`src/rtl/alu_commit_arb_pkg.sv`:
```
// Types local to the ALU commit arbiter.
package alu_commit_arb_pkg;
  typedef enum logic {
    ST_EMPTY = 1'b0,
    ST_FULL  = 1'b1
  } wb_state_e;
endpackage

```
`src/rtl/core_config_pkg.sv`:
```
// Core-wide configuration constants and the commit entry layout shared by
// the writeback-side blocks.
package core_config_pkg;
  localparam int XLEN       = 32;
  localparam int REG_ADDR_W = 5;
  localparam int ALU_COUNT  = 4;
  // Wide enough for the largest supported ALU count (8).
  localparam int SRC_W      = 3;

  typedef struct packed {
    logic [XLEN-1:0]       data;
    logic [REG_ADDR_W-1:0] rd;
    logic                  error;
    logic [SRC_W-1:0]      src;
  } commit_entry_t;
endpackage

```
`src/rtl/alu_commit_arb_if.sv`:
```
// Commit-side bundle between the ALUs, the arbiter and the register-file/
// exception consumer.
interface alu_commit_arb_if #(
  parameter int N_ALU      = 4,
  parameter int XLEN       = 32,
  parameter int REG_ADDR_W = 5
);
  import alu_commit_arb_pkg::*;
  localparam int IDX_W = (N_ALU > 1) ? $clog2(N_ALU) : 1;

  // Handshakes: an ALU holds alu_valid (with res/rd/error stable) until it sees
  // alu_clear; a writeback entry transfers on any cycle with wb_valid && wb_ready,
  // and wb_ready may be asserted independently of wb_valid.
  logic [N_ALU-1:0]            alu_valid;
  logic [N_ALU*XLEN-1:0]       alu_res;
  logic [N_ALU*REG_ADDR_W-1:0] alu_rd;
  logic [N_ALU-1:0]            alu_error;
  logic [N_ALU-1:0]            alu_clear;
  logic                        wb_valid;
  logic                        wb_we;
  logic [REG_ADDR_W-1:0]       wb_rd;
  logic [XLEN-1:0]             wb_data;
  logic                        wb_ready;
  logic                        exc_valid;
  logic [IDX_W-1:0]            exc_src;
  logic                        flush;
  wb_state_e                   state_dbg;
  logic [IDX_W-1:0]            ptr_dbg;

  modport master (
    output alu_valid, alu_res, alu_rd, alu_error, wb_ready, flush,
    input  alu_clear, wb_valid, wb_we, wb_rd, wb_data, exc_valid, exc_src,
           state_dbg, ptr_dbg
  );

  modport slave (
    input  alu_valid, alu_res, alu_rd, alu_error, wb_ready, flush,
    output alu_clear, wb_valid, wb_we, wb_rd, wb_data, exc_valid, exc_src,
           state_dbg, ptr_dbg
  );
endinterface

```
`src/rtl/alu_commit_arb_rr_arbiter.sv`:
```
// Combinational round-robin picker: first requester at or after ptr, wrapping.
module rr_arbiter #(
  parameter  int N     = 4,
  localparam int IDX_W = (N > 1) ? $clog2(N) : 1
) (
  input  logic [N-1:0]     req,
  input  logic [IDX_W-1:0] ptr,
  output logic [N-1:0]     grant,
  output logic [IDX_W-1:0] grant_idx,
  output logic             any
);
  // Walk offsets from farthest to nearest so the nearest requester wins.
  always_comb begin
    grant     = '0;
    grant_idx = '0;
    any       = 1'b0;
    for (int k = N - 1; k >= 0; k--) begin
      if (req[(int'(ptr) + k) % N]) begin
        grant                        = '0;
        grant[(int'(ptr) + k) % N]   = 1'b1;
        grant_idx                    = IDX_W'((int'(ptr) + k) % N);
        any                          = 1'b1;
      end
    end
  end
endmodule

```
`src/rtl/alu_commit_arb.sv`:
```
// Shares the single register-file writeback port between N_ALU holding ALUs
// through a one-entry output register refilled in the cycle it drains.
module alu_commit_arb
  import alu_commit_arb_pkg::*;
#(
  parameter  int N_ALU      = core_config_pkg::ALU_COUNT,
  parameter  int XLEN       = core_config_pkg::XLEN,
  parameter  int REG_ADDR_W = core_config_pkg::REG_ADDR_W,
  localparam int IDX_W      = (N_ALU > 1) ? $clog2(N_ALU) : 1
) (
  input  logic             clk,
  input  logic             rst_n,
  alu_commit_arb_if.slave  bus
);
  wb_state_e             state_q, state_d;
  logic [IDX_W-1:0]      ptr_q, ptr_d;
  logic [XLEN-1:0]       data_q, data_d;
  logic [REG_ADDR_W-1:0] rd_q, rd_d;
  logic                  err_q, err_d;
  logic [IDX_W-1:0]      src_q, src_d;

  logic [N_ALU-1:0] grant;
  logic [IDX_W-1:0] grant_idx;
  logic             any_req;
  logic             can_accept;
  logic             grant_en;

  rr_arbiter #(.N(N_ALU)) u_rr (
    .req       (bus.alu_valid),
    .ptr       (ptr_q),
    .grant     (grant),
    .grant_idx (grant_idx),
    .any       (any_req)
  );

  assign can_accept = (state_q == ST_EMPTY) || bus.wb_ready;
  assign grant_en   = can_accept && !bus.flush && any_req;

  // Flush releases every holding ALU; otherwise only the granted one.
  always_comb begin
    bus.alu_clear = '0;
    if (bus.flush)     bus.alu_clear = bus.alu_valid;
    else if (grant_en) bus.alu_clear = grant;
  end

  always_comb begin
    state_d = state_q;
    ptr_d   = ptr_q;
    data_d  = data_q;
    rd_d    = rd_q;
    err_d   = err_q;
    src_d   = src_q;
    if (bus.flush) begin
      state_d = ST_EMPTY;
    end else if (grant_en) begin
      state_d = ST_FULL;
      data_d  = bus.alu_res[int'(grant_idx)*XLEN +: XLEN];
      rd_d    = bus.alu_rd[int'(grant_idx)*REG_ADDR_W +: REG_ADDR_W];
      err_d   = bus.alu_error[grant_idx];
      src_d   = grant_idx;
      ptr_d   = (grant_idx == IDX_W'(N_ALU - 1)) ? '0 : grant_idx + 1'b1;
    end else if ((state_q == ST_FULL) && bus.wb_ready) begin
      state_d = ST_EMPTY;
    end
  end

  always_ff @(posedge clk or negedge rst_n) begin
    if (!rst_n) begin
      state_q <= ST_EMPTY;
      ptr_q   <= '0;
      data_q  <= '0;
      rd_q    <= '0;
      err_q   <= 1'b0;
      src_q   <= '0;
    end else begin
      state_q <= state_d;
      ptr_q   <= ptr_d;
      data_q  <= data_d;
      rd_q    <= rd_d;
      err_q   <= err_d;
      src_q   <= src_d;
    end
  end

  // Writes to x0 and error commits still handshake but never write the file.
  assign bus.wb_valid  = (state_q == ST_FULL);
  assign bus.wb_we     = (state_q == ST_FULL) && !err_q && (rd_q != '0);
  assign bus.wb_rd     = rd_q;
  assign bus.wb_data   = data_q;
  assign bus.exc_valid = (state_q == ST_FULL) && err_q;
  assign bus.exc_src   = src_q;
  assign bus.state_dbg = state_q;
  assign bus.ptr_dbg   = ptr_q;
endmodule

```
`src/flat_wrapper.sv`:
```
// flat-port wrapper written by rule: the top's interface ports become plain ports
module alu_commit_arb_flat import alu_commit_arb_pkg::*;
#(
  parameter  int N_ALU      = core_config_pkg::ALU_COUNT,
  parameter  int XLEN       = core_config_pkg::XLEN,
  parameter  int REG_ADDR_W = core_config_pkg::REG_ADDR_W,
  localparam int IDX_W      = (N_ALU > 1) ? $clog2(N_ALU) : 1
)
  (clk, rst_n, bus_alu_valid, bus_alu_res, bus_alu_rd, bus_alu_error, bus_wb_ready, bus_flush, bus_alu_clear, bus_wb_valid, bus_wb_we, bus_wb_rd, bus_wb_data, bus_exc_valid, bus_exc_src, bus_state_dbg, bus_ptr_dbg);
  alu_commit_arb_if #(.N_ALU(N_ALU), .XLEN(XLEN), .REG_ADDR_W(REG_ADDR_W)) bus_i ();
  input  logic clk;
  input  logic rst_n;
  input wire logic [$bits(bus_i.alu_valid)-1:0] bus_alu_valid;
  input wire logic [$bits(bus_i.alu_res)-1:0] bus_alu_res;
  input wire logic [$bits(bus_i.alu_rd)-1:0] bus_alu_rd;
  input wire logic [$bits(bus_i.alu_error)-1:0] bus_alu_error;
  input wire logic [$bits(bus_i.wb_ready)-1:0] bus_wb_ready;
  input wire logic [$bits(bus_i.flush)-1:0] bus_flush;
  output wire logic [$bits(bus_i.alu_clear)-1:0] bus_alu_clear;
  output wire logic [$bits(bus_i.wb_valid)-1:0] bus_wb_valid;
  output wire logic [$bits(bus_i.wb_we)-1:0] bus_wb_we;
  output wire logic [$bits(bus_i.wb_rd)-1:0] bus_wb_rd;
  output wire logic [$bits(bus_i.wb_data)-1:0] bus_wb_data;
  output wire logic [$bits(bus_i.exc_valid)-1:0] bus_exc_valid;
  output wire logic [$bits(bus_i.exc_src)-1:0] bus_exc_src;
  output wire logic [$bits(bus_i.state_dbg)-1:0] bus_state_dbg;
  output wire logic [$bits(bus_i.ptr_dbg)-1:0] bus_ptr_dbg;
  assign bus_i.alu_valid = bus_alu_valid;
  assign bus_i.alu_res = bus_alu_res;
  assign bus_i.alu_rd = bus_alu_rd;
  assign bus_i.alu_error = bus_alu_error;
  assign bus_i.wb_ready = bus_wb_ready;
  assign bus_i.flush = bus_flush;
  assign bus_alu_clear = bus_i.alu_clear;
  assign bus_wb_valid = bus_i.wb_valid;
  assign bus_wb_we = bus_i.wb_we;
  assign bus_wb_rd = bus_i.wb_rd;
  assign bus_wb_data = bus_i.wb_data;
  assign bus_exc_valid = bus_i.exc_valid;
  assign bus_exc_src = bus_i.exc_src;
  assign bus_state_dbg = bus_i.state_dbg;
  assign bus_ptr_dbg = bus_i.ptr_dbg;
  alu_commit_arb #(.N_ALU(N_ALU), .XLEN(XLEN), .REG_ADDR_W(REG_ADDR_W)) u_core (.clk(clk), .rst_n(rst_n), .bus(bus_i));
endmodule
```
`config.mk`:
```
export PLATFORM = sky130hd
export DESIGN_NAME = alu_commit_arb_flat
export DESIGN_NICKNAME = d
export VERILOG_FILES = /design/src/rtl/alu_commit_arb_pkg.sv /design/src/rtl/core_config_pkg.sv /design/src/rtl/alu_commit_arb_if.sv /design/src/rtl/alu_commit_arb_rr_arbiter.sv /design/src/rtl/alu_commit_arb.sv /design/src/flat_wrapper.sv
export SDC_FILE = /design/constraint.sdc
export NUM_CORES = 1
export LEC_CHECK = 0
export ABC_CLOCK_PERIOD_IN_PS = 5850
export CAP_MARGIN = 40
export CORE_MARGIN = 3
export CORE_UTILIZATION = 30
export DETAILED_ROUTE_END_ITERATION = 12
export HOLD_SLACK_MARGIN = 0.12
export PLACE_DENSITY_LB_ADDON = 0.15
export SLEW_MARGIN = 20
export SYNTH_ARGS = -nofsm -noshare
export SYNTH_HDL_FRONTEND = slang
export SYNTH_SLANG_ARGS = --single-unit
```
`constraint.sdc`:
```
create_clock -name clk -period 5.85 [get_ports clk]
set_clock_uncertainty 0.15 [all_clocks]
set_input_delay 1.17 -clock clk [delete_from_list [all_inputs] [get_ports clk]]
set_output_delay 1.17 -clock clk [all_outputs]
set_load 0.03 [all_outputs]
```
[After elaboration in Yosys (flattened, before gate mapping)]
Cells that the tools add are included.
Word-level totals
  register bits: 43
  bits of input ports: 160
  output and inout bits: 49
Operators by class
  add/sub/neg operators: 4
  multipliers: 1
  magnitude comparators: 9
  equal/unequal tests: 1
  shift-type cells: 2
  mux-type cells: 39
  bitwise operators: 5
  reductions and logical operators: 19
Operators with widths (count)
  variable part select 128 x 8 -> 32 bit: 1
  variable part select 20 x 32 -> 5 bit: 1
  two-way mux 4 bit: 6
  two-way mux 1 bit: 19
  less-than comparator 3 x 4 -> 1 bit (second input constant): 3
  binary-select mux 1 bit (select 2 bit): 5
  logical AND 1 bit: 10
  two-way mux 2 bit: 5
  >= comparator 3 x 1 -> 1 bit (second input constant): 3
  demux 1 bit (select 2 bit): 4
  less-than comparator 2 x 3 -> 1 bit (second input constant): 2
  OR reduction 2 bit: 3
  multiplier 2 x 3 -> 5 bit (second input constant): 1
  nonzero test 5 bit: 1
  adder 2 x 1 -> 2 bit (second input constant): 2
  adder 2 bit (second input constant): 2
  bitwise AND 1 bit (first input constant): 3
  nonzero test 3 bit: 1
  == test 2 bit (second input constant): 1
  >= comparator 2 x 1 -> 1 bit (second input constant): 1
  zero test 1 bit: 2
  inverter 1 bit: 2
  AND reduction 2 bit: 1
  logical OR 1 bit: 1

[Depth between registers and ports, before layout]
  depth in word-level cells: 13
  depth in mapped cells: 12
  depth with buffers taken out: 8

[Hierarchy]
A second synthesis with hierarchy kept.
Second synthesis, totals
  cells, all modules: 213
  area total of the unflattened synthesis: 3229.3 um2
By module, submodules not included
  alu_commit_arb: instances 1, cells each 152, area each 2720.1 um2, sequential area each 1076.0 um2
  rr_arbiter: instances 1, cells each 61, area each 509.2 um2, sequential area each 0.0 um2

[Least setup slack after synthesis]
OpenSTA, ideal clock, no wires.
  path kind: in2out
  from: in bus_alu_valid[0]
  to: out bus_alu_clear[0]
  arrival: 3044 ps
  path slack: 1486 ps
  stages on the path: 7
  cells stage by stage: buf_2 mux4_2 nor2b_4 a221oi_1 nor3_1 a21oi_1 o21ai_0
Between the ends
  cells in the longest elaborated chain, start to end: 10
  elaborated cells on any way between the ends: 22
  classes of those cells: 21 x mux; 1 x reduce/logical
RTL lines
  start, declared: line flat_wrapper.sv:13  | input wire logic [$bits(bus_i.alu_valid)-1:0] bus_alu_valid;
  binary-select mux 1 bit (select 2 bit): line alu_commit_arb_rr_arbiter.sv:18  | if (req[(int'(ptr) + k) % N]) begin
  two-way mux 1 bit (implied by the code) (2 in series): line alu_commit_arb_rr_arbiter.sv:18
  two-way mux 1 bit (4 in series): line alu_commit_arb_rr_arbiter.sv:18
  logical AND 1 bit: line alu_commit_arb.sv:37  | assign grant_en = can_accept && !bus.flush && any_req;
  two-way mux 4 bit: line alu_commit_arb.sv:43  | else if (grant_en) bus.alu_clear = grant;
  two-way mux 4 bit (*): line alu_commit_arb.sv:42  | if (bus.flush) bus.alu_clear = bus.alu_valid;
  end, declared: line flat_wrapper.sv:19  | output wire logic [$bits(bus_i.alu_clear)-1:0] bus_alu_clear;
Mark *: on every way between the ends. The rest lies on a longest branch, timed or not. The select of a mux whose other input is x is not followed.

[Final worst setup path]
  from: in bus_alu_valid[3]
  to: out bus_alu_clear[1]
Between the ends
  cells in the longest elaborated chain, start to end: 10
  elaborated cells on any way between the ends: 22
  classes of those cells: 21 x mux; 1 x reduce/logical
RTL lines (line)
  binary-select mux 1 bit (select 2 bit): alu_commit_arb_rr_arbiter.sv:18
  two-way mux 1 bit (implied by the code) (2 in series): alu_commit_arb_rr_arbiter.sv:18
  two-way mux 1 bit (4 in series): alu_commit_arb_rr_arbiter.sv:18
  logical AND 1 bit: alu_commit_arb.sv:37
  two-way mux 4 bit (*): alu_commit_arb.sv:43
  two-way mux 4 bit (*): alu_commit_arb.sv:42
Marks and branches as above.

==> run metrics <==
status finished, final reports clean; Worst setup SP type input port; CTS Hold Bufs 0; setup_tns 0 ns; Die Ht about 120 microns; vias in the first global route approximately 4500; routed wire length 15.76 mm; fraction of the mapped netlist area in adder cells between 2 and 2.5%; layout cells sized above 1 about 16%; number of synthesized flops with an enable pin 0; routability cong. 0.7996; die width 124.9 microns; clock sinks 43; Gate Count Post-Synth ~410; endpoint type of the worst setup path output pin; Synth top area share about a quarter; worst hold path class flop to flop; Layout Nets 762; max_cap viols 0; Setup CP Type input port to output pin; insertion delay to the later sink of the worst-skew pair about 0.29 ns; final hold violation count 0; WP data arrival 3.90 ns; routed len/inst just over 20 microns; critical path, cell by cell clkdlybuf4s50_1, mux4_2, nor2b_4, a221oi_1, nor3_1, a21oi_1, o21ai_0, clkdlybuf4s50_1; Residual DRC 0; synth top area cells dfrtp_1, a221oi_2, mux2i_1; CTS tree done; Netlist cell types 42; Compound-Gate Fraction of Synth Area 36.55%; HPWL after DPL approximately 11 mm; Inst Count DP 763; Synth Area in Simple Gates about 16%; area growth from synthesis to layout 55.33%; 1st-pass router iterations 4; Syn Area/Cell ~10 sq um; post-synthesis sequential element count 43; # diodes 0; Setup Fix Bufs, Post-CTS 0; clk buf depth 2; first-pass GRT wire length around 25 mm; vias per cell roughly 5.6; RSZ-0062 raised after global routing no; Tmin final 5.217 ns; f_max between 150 and 200 MHz; IO buf count roughly 210; Synth Flop Type dfrtp_1; Max Slew Vio Count 0; gr usage total approximately 20%; Syn Nets approximately 580; Synth Area in XOR/XNOR 0%; H-tree depth 2; Final ANT Viol Nets 0; Synth area leader dfrtp_1; Placement Rows 42; Core Box Area approximately 14000 sq um; Crit path top cell by count clkdlybuf4s50_1; Max FO, Critical Path 11; Rel. slew slack 50.60%; GRT overflow 0; P_leak approximately 2.5 nW; slowest CP cell clkdlybuf4s50_1; register clock-pin slew on the reported worst setup and hold paths around 0.060 ns; PD cells 518.6 nW/um^2; Post-Syn Area roughly 4200 sq um; largest net degree at the start of global routing between 50 and 60; CP required approximately 4.5 ns; Seq/Total Area, Yosys between 20% and 30%; mux share of post-synthesis cell area a little under an eighth; actual slew at the worst max-slew pin 0.7392 ns; worst vdd ir between 0.0002 and 0.0003 V; die area 15590 sq um; Num CTS Buffers 5; Top Ports about 210; synth warn 0; Root Buffer clkbuf_16; post-layout util between 40% and 50%; asr flop ratio synth between 90% and 100%; initial antenna violation count 0; starting DRC count in detailed routing about 390; Setup violations, final 0; Final Cycle Share 89.18%; initial core utilization between 30% and 40%; largest family of logic cells by synthesized area compound AO/OA/AOI/OAI gates; routed via count 4329; CP peak stage delay 0.69 ns; Non-Filler Instances ~770; Resize count post-CTS 0
## worst paths after layout
kind / endpoint / cells past startpoint / from / slack, ns
hold reg to reg: u_core.bus.exc_src[1] / 2 / u_core.bus.exc_src[1] / 0.34
setup reg to reg: u_core.bus.wb_data[28] / 10 / u_core.bus.ptr_dbg[1] / 2.13
setup / recovery: bus_alu_clear[1] / 8 / bus_alu_valid[3] / 0.63
hold / removal: u_core.bus.exc_src[1] / 2 / u_core.bus.exc_src[1] / 0.34
min in group asynchronous: u_core.bus.wb_data[10] / 2 / rst_n / 0.81
max in group asynchronous: u_core.bus.ptr_dbg[0] / 2 / rst_n / 4.26
## sequential cells by signal (all words and copies together) (netlist names)
signal                flops
u_core.bus.wb_data       32
u_core.bus.exc_src        2
u_core.bus.ptr_dbg        2
u_core.bus.state_dbg      1
u_core.bus.wb_rd          5
u_core.err_q              1
## power breakdown
part / switching, mW / internal [mW]
Combinational: 1.51 / 1.05
Clock: 0.127 / 0.182
Sequential: 0.0996 / 0.444
Total: 1.73 / 1.68
## cell usage after synthesis (all sizes together), types with 6 or more instances
cell type	count
nor2	47
dfrtp	43
a221oi	42
mux2i	42
a211oi	39
nor3b	38
a311o	37
buf	33
clkbuf	16
nand2	13
nor2b	10
o21ai	10
ha	8
a21oi	7
nor3	6
## per-layer routing
metal	GRT usage, %	wire length [microns]	vias up
met5	0	0	-
met4	3.699	115	0
met3	5.532	1003	8
met2	34.64	8037	139
met1	23.59	6604	2153
li1	-	-	2029
## area by class of cell
type	count	area (sq um)
repair buffers	222	2267
multi-input cells	318	2846
fillers	1265	6923
well taps	176	220.2
flip-flops and latches	43	1077
inverters	4	15.01
clock buffers	8	156.4
## cells by family after synthesis
logic type | after synthesis
simple gates | 121
compound gates | 143
fa+ha+maj | 8
mux | 46
flops | 43
buf+inv | 53
## stage by stage
| step | hold slack (ns) | cell area (sq um) | power (mW) | worst slack (ns) |
|---|---|---|---|---|
| 3_3_place_gp | 0.3195 | 6344 | 2.988 | 0.8025 |
| 5_1_grt | 0.3787 | 6583 | 3.627 | 0.3938 |
| 3_5_place_dp | 0.3272 | 6426 | 3.121 | 0.6719 |
| 2_1_floorplan | 0.4023 | 4238 | 2.341 | 1.486 |
| 4_1_cts | 0.3419 | 6583 | 3.442 | 0.6595 |
| 6_report | 0.3383 | 6583 | 3.414 | 0.6331 |
## critical path, delay by kind of cell
family	cells	cell delay, ns
AOI/OAI and AO/OA	3	0.35
and+or+nand+nor	2	0.45
muxes	1	0.63
buffers and inverters	2	1.29
## cells in the final DEF (no fill, tap or decap), drive strengths merged, types with 3 or more instances in the layout
cell,instances
a211oi,39
a21oi,7
a221oi,42
a311o,37
and2,3
buf,15
clkbuf,8
clkdlybuf4s50,207
dfrtp,43
ha,8
inv,4
mux2i,42
mux4,3
nand2,13
nor2,47
nor2b,10
nor3,6
nor3b,38
o21ai,10
Note: power is estimated with default switching activity, not from simulation.
